==> src/rtl/pc_sequencer.sv <==
// Program-counter sequencer: fetches one instruction, holds it for decode,
// then advances the PC sequentially, to a jump target, or parks in HALT.
module pc_sequencer #(
  parameter logic [15:0] RESET_PC = 16'h0000
) (
  input  logic        clk,
  input  logic        rst_n,
  input  logic        jb_taken,
  input  logic [15:0] jb_target,
  input  logic        stall,
  input  logic        halt,
  input  logic        resume,
  input  logic        imem_ack,
  input  logic [15:0] imem_rdata,
  output logic        imem_req,
  output logic [15:0] imem_addr,
  output logic [15:0] pc,
  output logic [15:0] pc_plus2,
  output logic        jbp_enable,
  output logic [15:0] inst,
  output logic        inst_valid,
  output logic        halted,
  output logic        misalign_err,
  output logic [15:0] retire_cnt
);

  localparam logic [1:0] S_IDLE  = 2'd0;
  localparam logic [1:0] S_FETCH = 2'd1;
  localparam logic [1:0] S_EXEC  = 2'd2;
  localparam logic [1:0] S_HALT  = 2'd3;

  logic [1:0]  r_state;
  logic [15:0] r_pc;
  logic [15:0] r_inst;
  logic [15:0] r_retire;
  logic        r_misalign;

  logic [15:0] w_pc_plus2;
  logic        w_exec_go;
  logic        w_take_jb;

  assign w_pc_plus2 = r_pc + 16'd2;
  // Stall outranks halt, halt outranks a taken jump.
  assign w_exec_go  = (r_state == S_EXEC) && !stall;
  assign w_take_jb  = w_exec_go && !halt && jb_taken;

  always_ff @(posedge clk or negedge rst_n) begin
    if (!rst_n) begin
      r_state    <= S_IDLE;
      r_pc       <= RESET_PC;
      r_inst     <= 16'h0000;
      r_retire   <= 16'h0000;
      r_misalign <= 1'b0;
    end else begin
      case (r_state)
        S_IDLE: r_state <= S_FETCH;
        S_FETCH: begin
          if (imem_ack) begin
            r_inst  <= imem_rdata;
            r_state <= S_EXEC;
          end
        end
        S_EXEC: begin
          if (!stall) begin
            r_retire <= r_retire + 16'd1;
            if (halt) begin
              r_state <= S_HALT;
            end else begin
              r_state <= S_FETCH;
              if (jb_taken) begin
                r_pc <= {jb_target[15:1], 1'b0};
                if (jb_target[0]) r_misalign <= 1'b1;
              end else begin
                r_pc <= w_pc_plus2;
              end
            end
          end
        end
        S_HALT: begin
          if (resume) begin
            r_pc    <= w_pc_plus2;
            r_state <= S_FETCH;
          end
        end
        default: r_state <= S_IDLE;
      endcase
    end
  end

  assign imem_req     = (r_state == S_FETCH);
  assign imem_addr    = r_pc;
  assign pc           = r_pc;
  assign pc_plus2     = w_pc_plus2;
  assign jbp_enable   = w_take_jb;
  assign inst         = r_inst;
  assign inst_valid   = (r_state == S_EXEC);
  assign halted       = (r_state == S_HALT);
  assign misalign_err = r_misalign;
  assign retire_cnt   = r_retire;

endmodule

==> config.mk <==
export PLATFORM = sky130hd
export DESIGN_NAME = pc_sequencer
export DESIGN_NICKNAME = d
export VERILOG_FILES = /design/src/rtl/pc_sequencer.sv
export SDC_FILE = /design/constraint.sdc
export NUM_CORES = 1
export LEC_CHECK = 0
export ABC_AREA = 0
export CORE_ASPECT_RATIO = 1.4
export CORE_UTILIZATION = 45
export CTS_BUF_LIST = sky130_fd_sc_hd__clkbuf_4
export CTS_CLUSTER_DIAMETER = 40
export DETAILED_ROUTE_END_ITERATION = 6
export PLACE_DENSITY = 0.89
export SYNTH_ARGS = -nofsm -noshare
export SYNTH_HDL_FRONTEND = slang
export SYNTH_SLANG_ARGS = --single-unit
==> constraint.sdc <==
create_clock -name clk -period 5.2 [get_ports clk]
set_clock_uncertainty 0.05 [all_clocks]
set_input_delay 1.04 -clock clk [delete_from_list [all_inputs] [get_ports clk]]
set_output_delay 1.04 -clock clk [all_outputs]
set_load 0.1 [all_outputs]
=== Yosys cells after proc, flatten, opt, wreduce, memory -nomap -nowiden ===
Cells that the tools add are included.
W data, S select, Z words.

* Register bits: 51
* Latch bits: 0
* Bits in writable memories: 0
* ROM bits: 0
* Output and inout bits: 85
* Logic and storage cells: 38
* Memories kept: 0

* Add/subtract/negate cells: 2
* $mul: 0
* Div/mod/pow operators: 0
* Order comparisons: 0
* Equal/unequal tests: 7
* Shifts and indexed selects: 0
* Multiplexer cells: 10
* Bitwise gates (word level): 2
* Reduce and logical (&&, ||, !) cells: 12

{| class="wikitable"
|+ Operator list
! cell !! count
|-
| $mux W16 || 4
|-
| $pmux W16 S2 || 1
|-
| $add A16 B1 Y16 const B || 1
|-
| $add A16 B2 Y16 const B || 1
|-
| $mux W2 || 4
|-
| $ne A2 B2 Y1 const B || 4
|-
| $pmux W2 S4 || 1
|-
| $reduce_and A5 Y1 || 1
|-
| $eq A2 B2 Y1 const B || 2
|-
| $reduce_and A2 Y1 || 2
|-
| $reduce_and A4 Y1 || 1
|-
| $logic_and A1 B1 Y1 || 3
|-
| $reduce_and A3 Y1 || 1
|-
| $eq A2 B1 Y1 const B || 1
|-
| $logic_not A1 Y1 || 2
|-
| $logic_not A2 Y1 || 1
|-
| $not A1 Y1 || 2
|-
| $reduce_bool A2 Y1 || 1
|}

=== Longest topological paths before layout ===
Gate-level depths: netlist of the first run.

* Depth in word-level cells: 5
* Gate-level depth with buffers: 8
* Mapped depth without buffers: 6

=== Worst setup path after synthesis of the first run ===
OpenSTA, ideal clock, no wires.

* Path type: reg-to-output
* Start: reg r_pc[2] (netlist: imem_addr[2])
* End: out pc_plus2[13]
* Arrival time: 3420 ps
* Data required time: 4110 ps
* Setup slack: 690 ps
* Stages on the path, launching flop included: 6
* Cell sequence: dfrtp_1 ha_1 and3_1 buf_6 nand4_1 xnor2_1

* Cells in the longest elaborated chain, start to end: 1

{| class="wikitable"
|+ RTL lines
! what !! RTL line !! text
|-
| from (decl) || 33 || <nowiki>logic [15:0] r_pc;</nowiki>
|-
| from (signal assigned) || 71 || <nowiki>r_pc <= {jb_target[15:1], 1'b0};</nowiki>
|-
| from (signal assigned) || 74 || <nowiki>r_pc <= w_pc_plus2;</nowiki>
|-
| from (signal assigned) || 81 || <nowiki>r_pc <= w_pc_plus2;</nowiki>
|-
| $add A16 B2 Y16 || 42 || <nowiki>assign w_pc_plus2 = r_pc + 16'd2;</nowiki>
|-
| to (decl) || 18 || <nowiki>output logic [15:0] pc_plus2,</nowiki>
|}

No other way between the ends.

=== Worst setup path after layout of the first run ===
* Start: reg r_pc[1] (netlist: imem_addr[1])
* End: out pc_plus2[15]

Same word-level chain as after synthesis.

==> out/qor.csv, run 1 <==
stage;metric;value;unit
route;total wire length;6680;um
run;number of maximum-capacitance constraint violations;0;
floorplanning;effective utilization at floorplan;0.466;
critical_path;peak fanout along the critical path;7;
placed_design;HPWL after detailed placement;5090;um
clocking;deepest level of the CTS H-tree;2;
critical_path;required time of the critical path;4.11;ns
min_path;worst hold path type;flip-flop to flip-flop;
critical_path;arrival time of the worst setup path;2.96;ns
critical_path;critical path launch point type;flip-flop;
critical_path;number of cell instances on the worst register-to-register path;5;
grt;maximum number of pins on one net before global-route repair;51;
logic_synthesis;top_reg_cell synth;sky130_fd_sc_hd__dfrtp_1;
critical_path;startpoint of the worst register-to-register path;r_state[0];
route;wire length per cell;15.3;um
route;number of DRC markers after the initial detailed-route iteration;249;
grt;Tot GR Track Use;0.218;
logic_synthesis;post-synthesis sequential area ratio;0.457;
critical_path;worst setup path category;flip-flop to output port;
placed_design;final weighted congestion in routability-driven placement;0.921;
clocking;number of clock sinks;50;
timing;shortest clock period the worst path allows after layout;4.05;ns
route;Detailed Routing Iterations Pass 1;4;
critical_path;endpoint of the most critical register-to-register path;imem_addr[15];
logic_synthesis;Cell Area, Synth;0.00274;sq mm
timing;part of the cycle the worst path needs;0.780;
route;remaining routing DRC violations;0;
clocking;TritonCTS clock tree;done;
logic_synthesis;synth warn;0;
route;total number of vias;2365;
clocking;largest buffer count on any clock path;2;
floorplanning;die extent in y;94.2;um
floorplanning;Floorplan Core Area;0.00586;sq mm
timing;Slew headroom;0.272;
logic_synthesis;syn avg cell area;10.2;sq um
placed_design;PortBufs;120;
grt;global-route wire length before repair;10600;um
timing;total negative slack;0;ns
cells_and_area;commonest non-fill, non-tap cell in the layout;sky130_fd_sc_hd__clkdlybuf4s50_1;
clocking;Clock Latency Late Sink;0.36;ns
logic_synthesis;instance count of the mapped netlist;268;
floorplanning;area of the die;0.00640;sq mm
critical_path;crit path capture type;output port;
timing;Max Fclk;0.247;GHz
cells_and_area;commonest cells after routing, fill and taps aside;sky130_fd_sc_hd__clkdlybuf4s50_1 (118), sky130_fd_sc_hd__dfrtp_1 (50), sky130_fd_sc_hd__nand2_1 (22);
floorplanning;Row Count;33;
clocking;clock-pin slew of the registers on the worst-case setup and hold paths;0.16;ns
floorplanning;I/O pins;124;
min_path;critical hold path startpoint;retire_cnt[15];
run_status;outcome;complete, no violations;
timing;Setup Viol. Count Final;0;
logic_synthesis;fraction of synthesis flops using an asynchronous set or reset pin;1.00;
cells_and_area;Layout Area Growth over Synthesis;42.8;%
critical_path;setup slack of the worst register-to-register path;2.98;ns
route;DRT antenna net count;0;
min_path;Hold Path Depth;1;
timing;setup repair after global routing missed its margin;false;
logic_synthesis;register bit total from synthesis;50;
cells_and_area;fraction of layout instances using a drive strength above 1;0.0899;
floorplanning;overall die width;67.9;um
clocking;Clk Tree Root Cell;sky130_fd_sc_hd__clkbuf_4;
cells_and_area;number of nets in the layout;411;
clocking;post-cts hold buffer count;0;
timing;final hold violations;0;
clocking;Inserted Clock Buffers;5;
grt;remaining global-route overflow;0;
min_path;capture endpoint of the worst hold path;retire_cnt[15];
cells_and_area;antenna cell count;0;
timing;Tightest Pin Transition;1.09;ns
logic_synthesis;Post-synth EDFFs;0;
grt;number of global-route vias before repair;2302;
grt;initial antenna violation count;0;
clocking;Post-CTS Setup Bufs;0;
logic_synthesis;post-synthesis cell type count;42;
route;vias per cell;5.41;
timing;final-report max-slew violation count;0;
clocking;CTS-repair resized insts;0;
-- final cells by class --
cell class | count | area (sq um)
Tap cell | 70 | 87.6
Fill cell | 492 | 1960
Multi-Input combinational cell | 182 | 1260
Timing Repair Buffer | 120 | 1190
Clock buffer | 5 | 37.5
Clock inverter | 3 | 43.8
Sequential cell | 50 | 1250
Inverter | 7 | 26.3
-- cells by family after synthesis --
kind of cell               after synthesis  synth area share
AOI/OAI and AO/OA                       46             0.105
DFF                                     50             0.457
adders and majority gates                6            0.0274
and+or+nand+nor                         80             0.159
xor gates and xnor gates                28            0.0897
other                                    1           0.00137
muxes                                   19            0.0778
buffers and inverters                   38            0.0828
-- flip-flops by register name, indices dropped and copies added, names as in the netlist --
signal,cells
r_state,2
misalign_err,1
imem_addr,15
inst,16
retire_cnt,16
-- per-layer routing --
layer / global-route usage / part of all wire / routed length [um] / up-vias
li1: - / - / - / 1119
met5: 0 / 0 / 0 / -
met4: 0.0729 / 0.016 / 108 / 0
met3: 0.0570 / 0.083 / 552 / 12
met2: 0.386 / 0.52 / 3490 / 127
met1: 0.247 / 0.38 / 2530 / 1107
-- critical path: stages, from the launching register on --
cell and delay, ns:
sky130_fd_sc_hd__dfrtp_1 0.44, sky130_fd_sc_hd__ha_1 0.26, sky130_fd_sc_hd__and3_1 0.33, sky130_fd_sc_hd__and4_4 0.29, sky130_fd_sc_hd__xnor2_1 0.14, sky130_fd_sc_hd__clkdlybuf4s50_1 1.16
-- stage by stage --
| step | std cells | hold WS (ns) | util | area [sq um] | setup WS (ns) |
|---|---|---|---|---|---|
| after detailed placement | 429 | 0.412 | 0.652 | 3820 | 1.54 |
| after global placement | 429 | 0.388 | 0.652 | 3820 | 1.62 |
| after CTS | 437 | 0.445 | 0.666 | 3910 | 1.14 |
| final | 437 | 0.435 | 0.666 | 3910 | 1.15 |
| after global routing | 437 | 0.478 | 0.666 | 3910 | 0.913 |
| after floorplan | 270 | 0.450 | - | 2740 | 0.690 |
-- cells in the mapped netlist (all sizes together), types with 2 or more instances --
master	count	area (sq um)
xnor2	21	184
dfrtp	50	1250
nand4b	2	17.5
ha	6	75.1
a2bb2oi	6	52.6
buf	26	181
nor2	8	30.0
and2	3	20.0
and3	8	51.3
nand2	22	82.6
xor2	7	61.3
mux2	18	203
nor4	2	18.8
clkbuf	5	18.8
nand2b	2	12.5
and4	4	38.8
inv	7	26.3
a21oi	15	75.1
nand4	9	56.3
o21ai	10	50.1
nor2b	2	12.5
o22ai	6	37.5
nor3	2	10.0
a31oi	2	12.5
nand3	15	75.1
-- how the worst max path moves through the flow --
stage                       from      endpoint
global route        imem_addr[2]   pc_plus2[9]
finish              imem_addr[1]  pc_plus2[15]
floorplan           imem_addr[2]  pc_plus2[13]
CTS                 imem_addr[2]  pc_plus2[13]
global placement    imem_addr[1]   pc_plus2[9]
detailed placement  imem_addr[2]  pc_plus2[13]
Power of run 1 is left out: the tool's default activity adds up to more than one toggle a clock period on the data nets, which glitch-free logic cannot reach.
==> run 2: changes to the inputs <==
- CORE_UTILIZATION: 45 -> 39
- PLACE_DENSITY: 0.89 -> 0.82
- clock period: 5.2 -> 3.6 ns (I/O delays scaled with it)
==> run 2 against run 1 <==
Against the previous run: utilization down 8.0 points; register-to-register slack worse by 1.5 ns; cell area up 0.48%; setup slack worse by 0.44 ns; global-route usage down 3.6 points; via count down 1.4%; critical path depth unchanged.
==> out/qor.csv, run 2 (synthesized netlist as in run 1, its figures left out) <==
stage;metric;value;unit;change
run_status;outcome;complete, no violations;;
floorplanning;area of the die;0.00736;sq mm;+15%
timing;part of the cycle the worst path needs;0.804;;
cells_and_area;total area of multi-input combinational cells;0.00136;sq mm;+7.1%
clocking;Clk Tree Root Cell;sky130_fd_sc_hd__clkbuf_4;;
timing;final-report max-slew violation count;0;;unchanged
grt;number of global-route vias before repair;2256;;-2.0%
grt;Tot GR Track Use;0.182;;-0.0360
timing;final hold violations;0;;unchanged
route;total number of vias;2333;;-1.4%
critical_path;arrival time of the worst setup path;2.13;ns;-0.83 ns
placed_design;PortBufs;120;;unchanged
clocking;clock-pin slew of the registers on the worst-case setup and hold paths;0.15;ns;about the same
timing;Slew headroom;0.334;;+0.0618
grt;maximum number of pins on one net before global-route repair;29;;-43%
clocking;Post-CTS Setup Bufs;0;;unchanged
route;number of DRC markers after the initial detailed-route iteration;92;;-63%
clocking;largest buffer count on any clock path;2;;unchanged
route;remaining routing DRC violations;0;;unchanged
grt;global-route wire length before repair;10500;um;-1.1%
route;wire length per cell;14.3;um;-6.7%
route;vias per cell;5.06;;-6.5%
cells_and_area;number of nets in the layout;414;;+0.73%
floorplanning;die extent in y;101;um;+7.3%
floorplanning;I/O pins;124;;unchanged
clocking;CTS-repair resized insts;0;;unchanged
timing;shortest clock period the worst path allows after layout;2.90;ns;
cells_and_area;antenna cell count;0;;unchanged
clocking;TritonCTS clock tree;done;;
placed_design;Setup WS pre-CTS;0.730;ns;-0.810 ns
timing;total negative slack;0;ns;unchanged
timing;Setup Viol. Count Final;0;;unchanged
floorplanning;Row Count;35;;+6.1%
route;Detailed Routing Iterations Pass 1;4;;unchanged
cells_and_area;Layout Area Growth over Synthesis;43.5;%;
cells_and_area;fill cell count;583;;+18%
timing;Max Fclk;0.345;GHz;
clocking;deepest level of the CTS H-tree;2;;unchanged
floorplanning;effective utilization at floorplan;0.408;;-0.0583
placed_design;final weighted congestion in routability-driven placement;0.796;;-14%
floorplanning;Floorplan Core Area;0.00670;sq mm;+14%
clocking;Inserted Clock Buffers;5;;unchanged
floorplanning;overall die width;72.8;um;+7.2%
timing;Tightest Pin Transition;0.996;ns;-0.0958 ns
cells_and_area;commonest non-fill, non-tap cell in the layout;sky130_fd_sc_hd__clkdlybuf4s50_1;;
route;total wire length;6570;um;-1.6%
run;number of maximum-capacitance constraint violations;0;;unchanged
cells_and_area;fraction of layout instances using a drive strength above 1;0.241;;+0.151
clocking;post-cts hold buffer count;0;;unchanged
clocking;number of clock sinks;50;;unchanged
critical_path;required time of the critical path;2.83;ns;-1.28 ns
critical_path;worst setup path category;flip-flop to output port;;
timing;setup repair after global routing missed its margin;false;;
critical_path;peak fanout along the critical path;7;;unchanged
cells_and_area;commonest cells after routing, fill and taps aside;sky130_fd_sc_hd__clkdlybuf4s50_1 (76), sky130_fd_sc_hd__dfrtp_1 (50), sky130_fd_sc_hd__buf_4 (45);;
cells_and_area;register cell area after layout;0.00125;sq mm;unchanged
grt;initial antenna violation count;0;;unchanged
critical_path;crit path capture type;output port;;
clocking;Clock Latency Late Sink;0.36;ns;about the same
timing;worst setup slack after layout;0.704;ns;-0.441 ns
grt;remaining global-route overflow;0;;unchanged
placed_design;HPWL after detailed placement;5020;um;-1.2%
route;DRT antenna net count;0;;unchanged
min_path;worst hold path type;primary input to asynchronous set/reset pin;;
critical_path;critical path launch point type;flip-flop;;
run 2: cell count changes in the layout (fill, tap and decap cells not counted), sizes merged:
cell,previous run,this run
inv,8,7
buf,2,47
clkdlybuf4s50,118,76
bufinv,1,0
clkinvlp,0,1
clkbuf,5,6
clkinv,1,0
run 2: worst max-delay path, stage by stage (launching register included):
cell	delay, ns
sky130_fd_sc_hd__dfrtp_1	0.45
sky130_fd_sc_hd__ha_1	0.26
sky130_fd_sc_hd__and3_1	0.33
sky130_fd_sc_hd__and4_4	0.30
sky130_fd_sc_hd__xnor2_2	0.12
sky130_fd_sc_hd__buf_4	0.32
run 2: final cells by class:
class | count | share of cell area
multi-input cells | 182 | 0.345
flip-flops and latches | 50 | 0.319
repair buffers | 123 | 0.286
well taps | 92 | 0.0293
clock buffers | 6 | 0.0115
inverters | 7 | 0.00670
clock inverters | 1 | 0.00191
run 2: routing by layer:
metal  share of wire  GRT usage
met5               0          0
met4           0.016     0.0588
met1            0.40      0.206
met3           0.054     0.0390
met2            0.53      0.336
run 2: worst paths after layout:
| kind | from | endpoint | slack [ns] | depth (start not counted) |
|---|---|---|---|---|
| max in group asynchronous | rst_n | retire_cnt[15] | 2.42 | 2 |
| min in group clk | misalign_err | misalign_err | 0.44 | 1 |
| hold reg to reg | misalign_err | misalign_err | 0.44 | 1 |
| setup / recovery | imem_addr[1] | pc_plus2[15] | 0.70 | 5 |
| setup reg to reg | r_state[0] | imem_addr[15] | 1.46 | 6 |
| hold / removal | rst_n | inst[2] | 0.31 | 1 |
run 2: metrics by stage:
step / cell area (sq um) / utilization / std cells / hold slack [ns]
after CTS: 3920 / 0.586 / 461 / 0.320
final: 3920 / 0.586 / 461 / 0.314
after global routing: 3920 / 0.586 / 461 / 0.336
after detailed placement: 3870 / 0.578 / 454 / 0.405
after floorplan: 2830 / - / 270 / 0.374
after global placement: 3870 / 0.578 / 454 / 0.392
Power of run 2 is left out for the same reason.
